## src/rtl/chronos_pkg.sv

```systemverilog
// Shared tile-fabric types: tile count and the tile identifier used for routing.
package chronos_pkg;

    localparam int unsigned N_TILES   = 4;
    localparam int unsigned TILE_ID_W = 3;

    typedef logic [TILE_ID_W-1:0] tile_id_t;

endpackage

```

## src/rtl/tile_noc_rr_arb.sv

```systemverilog
// Round-robin arbiter: one-hot grant to the first requester at or after rr_ptr;
// rr_ptr moves past the winner only when the grant is actually consumed.
module tile_noc_rr_arb #(
    parameter int unsigned N = 4
) (
    input  logic         clk,
    input  logic         rstn,
    input  logic [N-1:0] req,
    input  logic         advance,
    output logic [N-1:0] grant
);

    localparam int unsigned PW = (N > 1) ? $clog2(N) : 1;

    logic [PW-1:0] rr_ptr;
    logic [PW-1:0] win_idx;
    logic          found;
    int unsigned   idx;

    // Scan requesters cyclically starting from the priority pointer.
    always_comb begin
        grant   = '0;
        win_idx = '0;
        found   = 1'b0;
        idx     = 0;
        for (int unsigned k = 0; k < N; k++) begin
            idx = (32'(rr_ptr) + k) % N;
            if (!found && req[idx]) begin
                found      = 1'b1;
                grant[idx] = 1'b1;
                win_idx    = PW'(idx);
            end
        end
    end

    always_ff @(posedge clk) begin
        if (!rstn) begin
            rr_ptr <= '0;
        end else if (advance && found) begin
            rr_ptr <= (32'(win_idx) == N - 1) ? '0 : win_idx + PW'(1);
        end
    end

endmodule

```

## src/rtl/tile_xbar_noc.sv

```systemverilog
// Tile crossbar: routes source flits to per-destination FIFOs with round-robin
// arbitration per destination; flits addressed past the last destination are dropped and counted.
module tile_xbar_noc
    import chronos_pkg::*;
#(
    parameter int unsigned NUM_SI     = N_TILES,
    parameter int unsigned NUM_MI     = N_TILES,
    parameter int unsigned DATA_WIDTH = 32,
    parameter int unsigned OUT_DEPTH  = 4
) (
    input  logic                                clk,
    input  logic                                rstn,
    input  logic [NUM_SI-1:0]                   s_wvalid,
    output logic [NUM_SI-1:0]                   s_wready,
    input  logic [NUM_SI-1:0][DATA_WIDTH-1:0]   s_wdata,
    input  tile_id_t [NUM_SI-1:0]               s_port,
    output logic [NUM_MI-1:0]                   m_wvalid,
    input  logic [NUM_MI-1:0]                   m_wready,
    output logic [NUM_MI-1:0][DATA_WIDTH-1:0]   m_wdata,
    output logic [31:0]                         drop_count
);

    localparam int unsigned AW    = $clog2(OUT_DEPTH);
    localparam int unsigned PTR_W = AW + 1;

    if (OUT_DEPTH < 2 || (OUT_DEPTH & (OUT_DEPTH - 1)) != 0) begin : g_bad_depth
        $error("tile_xbar_noc: OUT_DEPTH must be a power of two and at least 2");
    end
    if (NUM_MI > (2 ** $bits(tile_id_t))) begin : g_bad_mi
        $error("tile_xbar_noc: NUM_MI exceeds the tile_id_t address range");
    end

    logic [NUM_MI-1:0][NUM_SI-1:0] req;
    logic [NUM_MI-1:0][NUM_SI-1:0] grant;
    logic [NUM_MI-1:0]             full;
    logic [NUM_MI-1:0]             push;
    logic [NUM_SI-1:0]             oor;
    logic [32:0]                   drop_sum;

    // Request decode: each valid source requests exactly one destination or is out of range.
    always_comb begin
        req = '0;
        oor = '0;
        for (int unsigned i = 0; i < NUM_SI; i++) begin
            oor[i] = s_wvalid[i] && (32'(s_port[i]) >= NUM_MI);
            for (int unsigned j = 0; j < NUM_MI; j++) begin
                if (s_wvalid[i] && (32'(s_port[i]) == j)) begin
                    req[j][i] = 1'b1;
                end
            end
        end
    end

    // Ready depends only on grant and FIFO fullness, never on m_wready.
    always_comb begin
        s_wready = '0;
        if (rstn) begin
            for (int unsigned i = 0; i < NUM_SI; i++) begin
                s_wready[i] = oor[i];
                for (int unsigned j = 0; j < NUM_MI; j++) begin
                    if (grant[j][i] && !full[j]) begin
                        s_wready[i] = 1'b1;
                    end
                end
            end
        end
    end

    for (genvar j = 0; j < NUM_MI; j++) begin : g_dst
        logic [DATA_WIDTH-1:0] mem [OUT_DEPTH];
        logic [PTR_W-1:0]      wptr;
        logic [PTR_W-1:0]      rptr;
        logic [DATA_WIDTH-1:0] wdata;
        logic                  empty;
        logic                  pop;

        tile_noc_rr_arb #(
            .N (NUM_SI)
        ) u_arb (
            .clk     (clk),
            .rstn    (rstn),
            .req     (req[j]),
            .advance (push[j]),
            .grant   (grant[j])
        );

        assign full[j]     = (wptr[AW] != rptr[AW]) && (wptr[AW-1:0] == rptr[AW-1:0]);
        assign empty       = (wptr == rptr);
        assign push[j]     = (|grant[j]) && !full[j];
        assign m_wvalid[j] = rstn && !empty;
        assign pop         = m_wvalid[j] && m_wready[j];
        assign m_wdata[j]  = mem[rptr[AW-1:0]];

        always_comb begin
            wdata = '0;
            for (int unsigned i = 0; i < NUM_SI; i++) begin
                if (grant[j][i]) begin
                    wdata = s_wdata[i];
                end
            end
        end

        always_ff @(posedge clk) begin
            if (push[j]) begin
                mem[wptr[AW-1:0]] <= wdata;
            end
        end

        always_ff @(posedge clk) begin
            if (!rstn) begin
                wptr <= '0;
                rptr <= '0;
            end else begin
                if (push[j]) begin
                    wptr <= wptr + PTR_W'(1);
                end
                if (pop) begin
                    rptr <= rptr + PTR_W'(1);
                end
            end
        end
    end

    // Out-of-range flits are accepted and discarded; the count saturates.
    always_comb begin
        drop_sum = {1'b0, drop_count};
        for (int unsigned i = 0; i < NUM_SI; i++) begin
            if (oor[i]) begin
                drop_sum = drop_sum + 33'd1;
            end
        end
    end

    always_ff @(posedge clk) begin
        if (!rstn) begin
            drop_count <= '0;
        end else begin
            drop_count <= drop_sum[32] ? 32'hFFFF_FFFF : drop_sum[31:0];
        end
    end

endmodule

```

## config.mk

```make
export PLATFORM = sky130hd
export DESIGN_NAME = tile_xbar_noc
export DESIGN_NICKNAME = d
export VERILOG_FILES = /design/src/rtl/chronos_pkg.sv /design/src/rtl/tile_noc_rr_arb.sv /design/src/rtl/tile_xbar_noc.sv
export SDC_FILE = /design/constraint.sdc
export NUM_CORES = 1
export LEC_CHECK = 0
export ABC_AREA = 1
export BUFFER_PORTS_ARGS = -buffer_cell sky130_fd_sc_hd__buf_2
export CAP_MARGIN = 30
export CORE_MARGIN = 2
export CORE_UTILIZATION = 41
export CTS_CLUSTER_SIZE = 28
export DETAILED_ROUTE_END_ITERATION = 8
export GPL_TIMING_DRIVEN = 0
export HOLD_SLACK_MARGIN = 0.05
export PLACE_DENSITY = 0.61
export SETUP_SLACK_MARGIN = 0.05
export SKIP_LAST_GASP = 1
export SLEW_MARGIN = 20
export SYNTH_ARGS = -nofsm -noshare
export SYNTH_HDL_FRONTEND = slang
export SYNTH_SLANG_ARGS = --single-unit
```

## constraint.sdc

```tcl
create_clock -name clk -period 4.53 [get_ports clk]
set_input_delay 0.453 -clock clk [delete_from_list [all_inputs] [get_ports clk]]
set_output_delay 0.453 -clock clk [all_outputs]
set_load 0.01 [all_outputs]
```

==> out/metrics.cfg <==
[status]
status=finished clean

[power_and_ir_drop]
swShare_pct=41.1
peakVddDrop_mv=0.334
p_seq_share_pct=36.1
intPower_mw=14.5
pwr-share-clk_pct=21.7
pwr-share-comb_pct=42.2
p_leak_nw=14.7
p_per_area_nw_per_um2=654
p_total_mw=24.6
switching_power_mw=10.1

[die]
die_y_um=281
die_x_um=281
core_area_sq_um=76100
ios=318
initial_core_util_pct=41.4
fp.dieArea_sq_um=79100
num_rows=101

[clocking]
cts-root-buf=clkbuf_16
cts_tree=built
cts_buffers=60
htreeDepth=2
cts.path.max_buffers=3
path_clk_slew_ns=0.07
cts.sinks=584
clock_latency_ns=0.66
cts_hold_buf=0

[routing]
antenna_left=0
wl_met2_um=50000
vias_per_cell=5.54
drtIter0Drc=3239
first_pass_iters=7
top_layer_used=met5
via_count=28400
wl_met3_um=11700
met1_length_um=45500
wl_per_cell_um=22.0
wl_um=113000
drc=0

[worst_setup_path]
path_cells=clkinv_2 -> ha_1 -> inv_1 -> nor2_1 -> a21oi_1 -> inv_1 -> nor2_1 -> o2111ai_4 -> o221ai_2 -> buf_4 -> buf_2 -> a221oi_1 -> a21oi_2 -> buf_2
r2r-start=g_dst[3].u_arb.rr_ptr[0]
worstSetupEndpointType=output port
critPathArrivalTime_ns=3.99
slowest_delay_ns=0.44
cp.required_ns=4.08
worstSetupPathType=reg2out
critPathBufInv=6
startpoint=g_dst[3].u_arb.rr_ptr[0]
critPathMaxFanout=10
worstRegToRegCells=16
reg2reg_to=g_dst[3].mem[2][21]
critPathTopFamily=buffers and inverters
crit_path_start_kind=flop
r2r_slack_ns=0.15
worst_path_max_delay_cell=dfxtp_2

[yosys]
synth_top_area_share_pct=48.8
syn_area_sq_um=31500
synth_top_area_cell=edfxtp_1
syn-num-nets=3800
synthCells=3598
avgSynthCellArea_sq_um=8.76
synth-seq-cells=584
yosysSeqAreaShare_pct=53.3
synthTopCellsByArea=edfxtp_1, nand2_1, o21ai_0
yosys-top-cells-count=nand2_1, edfxtp_1, nor2_1
yosys_warnings=0
synth_edf_count=512
yosysMostFrequentCell=nand2_1
synth-main-ff-cell=edfxtp_1
async_flop_share_pct=0
ys_types=47

[placement]
gp_congestion=0.977
hpwlAfterDp_um=83200
io_buffers=316

[min_path]
hold_path_class=in2reg
hp-start=m_wready[1]
holdPathStages=3
whs_endpoint=g_dst[1].rptr[2]

[global_route]
grt_pass1_vias=25900
antenna_found_initial=38
grt_usage_pct=27.4
grt_pass1_wl_um=162000
grt_start_max_net_pins=24
gr-total-overflow=0

[sta]
slew_headroom_pct=24.2
rsz0062_at_grt=yes
timing.final.hold_violations=0
timing.final.max_slew_violations=0
setup_viol=0
worstMarginPinSlew_ns=1.12
hold_ws_ns=0.0988
fin_skew_ns=0.0313
max_freq_mhz=225
fin_crit_sh_pct=98.1
min_period_ns=4.44

[cells_and_area]
area_growth_pct=19.5
nets=4222
drive_above_1_share_pct=16.6

[run]
maxCapViolations=0

stage by stage:
| stage | setup TNS, ns | utilization [%] | instances | cell area [sq um] | setup WS (ns) |
|---|---|---|---|---|---|
| 3_3_place_gp | -919.50 | 45.2 | 4944 | 34400 | -2.18 |
| 4_1_cts | -0.223 | 48.9 | 5081 | 37200 | -0.135 |
| 3_5_place_dp | -17.51 | 45.9 | 4963 | 34900 | -0.256 |
| 5_1_grt | -0.0698 | 49.5 | 5115 | 37600 | -0.0698 |
| 2_1_floorplan | 0 | - | 3598 | 31500 | 0.145 |
| 6_report | 0 | 49.5 | 5129 | 37700 | 0.0867 |
metal layers:
layer / track usage (%) / up-vias
met4: 11.9 / 38
met1: 36.6 / 13400
met5: 0 / -
met3: 6.75 / 267
li1: - / 13400
met2: 42.4 / 1326
cell families (layout without fill, tap and decap cells):
kind of cell	count (synthesis)	in the layout	share of synthesized area, %
DFF	584	584	53.3
and+or+nand+nor	1499	1499	20.6
xor gates and xnor gates	49	49	1.36
adders and majority gates	52	52	2.06
other	0	29	0
buffers and inverters	500	972	6.04
AOI/OAI and AO/OA	912	912	16.5
muxes	2	2	0.0635
cell usage in the layout (no fill, tap or decap), types with 15 or more instances in the layout:
cell       instances
o211ai_1         100
nor2_2            35
inv_1            304
dfxtp_1           64
o22ai_1          162
nand2_1          692
nand3_1          138
ha_1              50
nand2_2           57
o21ai_0          450
diode_2           29
a21oi_1          111
buf_2            324
clkbuf_16         61
inv_2             16
a31oi_1           31
edfxtp_1         512
nor2_4            44
nor2_1           434
clkinv_1          15
nand4_1           41
nand3b_1          18
clkbuf_1         157
buf_4             19
xor2_1            36
nor3_1            15
worst reg2reg max path: cells and delay by family (launching register included):
kind / cells / cell delay (ns)
and+or+nand+nor: 4 / 0.49
AOI/OAI and AO/OA: 5 / 1.01
DFF: 1 / 0.44
buffers and inverters: 6 / 1.72
adders and majority gates: 1 / 0.33
repair_timing:
item                       in CTS  in global routing
gates cloned                    0                  1
resized for setup              15                 78
setup endpoints to repair     148                754
buffers inserted                6                 15
pin swaps                       5                 15
hold endpoints to repair        0                  0
flip-flops by register name (all words and copies together) (netlist names), named ones only:
name,cells
g_dst.rptr,12
g_dst.mem,512
g_dst.u_arb.rr_ptr,8
g_dst.wptr,12
drop_count,32
layout make-up:
type / count / area, sq um
plain buffers: 170 / 684
diodes: 29 / 72.6
multi-input cells: 2514 / 13200
flip-flops and latches: 584 / 16800
clock inverters: 43 / 581
fillers: 7324 / 38400
clock buffers: 69 / 1550
repair buffers: 360 / 2250
inverters: 330 / 1250
well taps: 1030 / 1290
power by group through the flow:
stage               sequential (mW)  combinational (mW)  clock (mW)
floorplan                      8.91                5.45           0
global placement               9.07                9.43           0
detailed placement             8.99                10.0           0
CTS                            8.88                10.1        5.40
global route                   9.00                11.2        5.60
finish                         8.89                10.4        5.34
how the worst max path moves through the flow:
stage | to | cells past startpoint
after floorplan | g_dst[0].mem[0][0] | 14
after global placement | g_dst[3].mem[0][24] | 13
after detailed placement | s_wready[1] | 16
after CTS | s_wready[0] | 14
after global routing | s_wready[1] | 14
final | s_wready[1] | 14
Note: power is estimated with default switching activity, not from simulation.
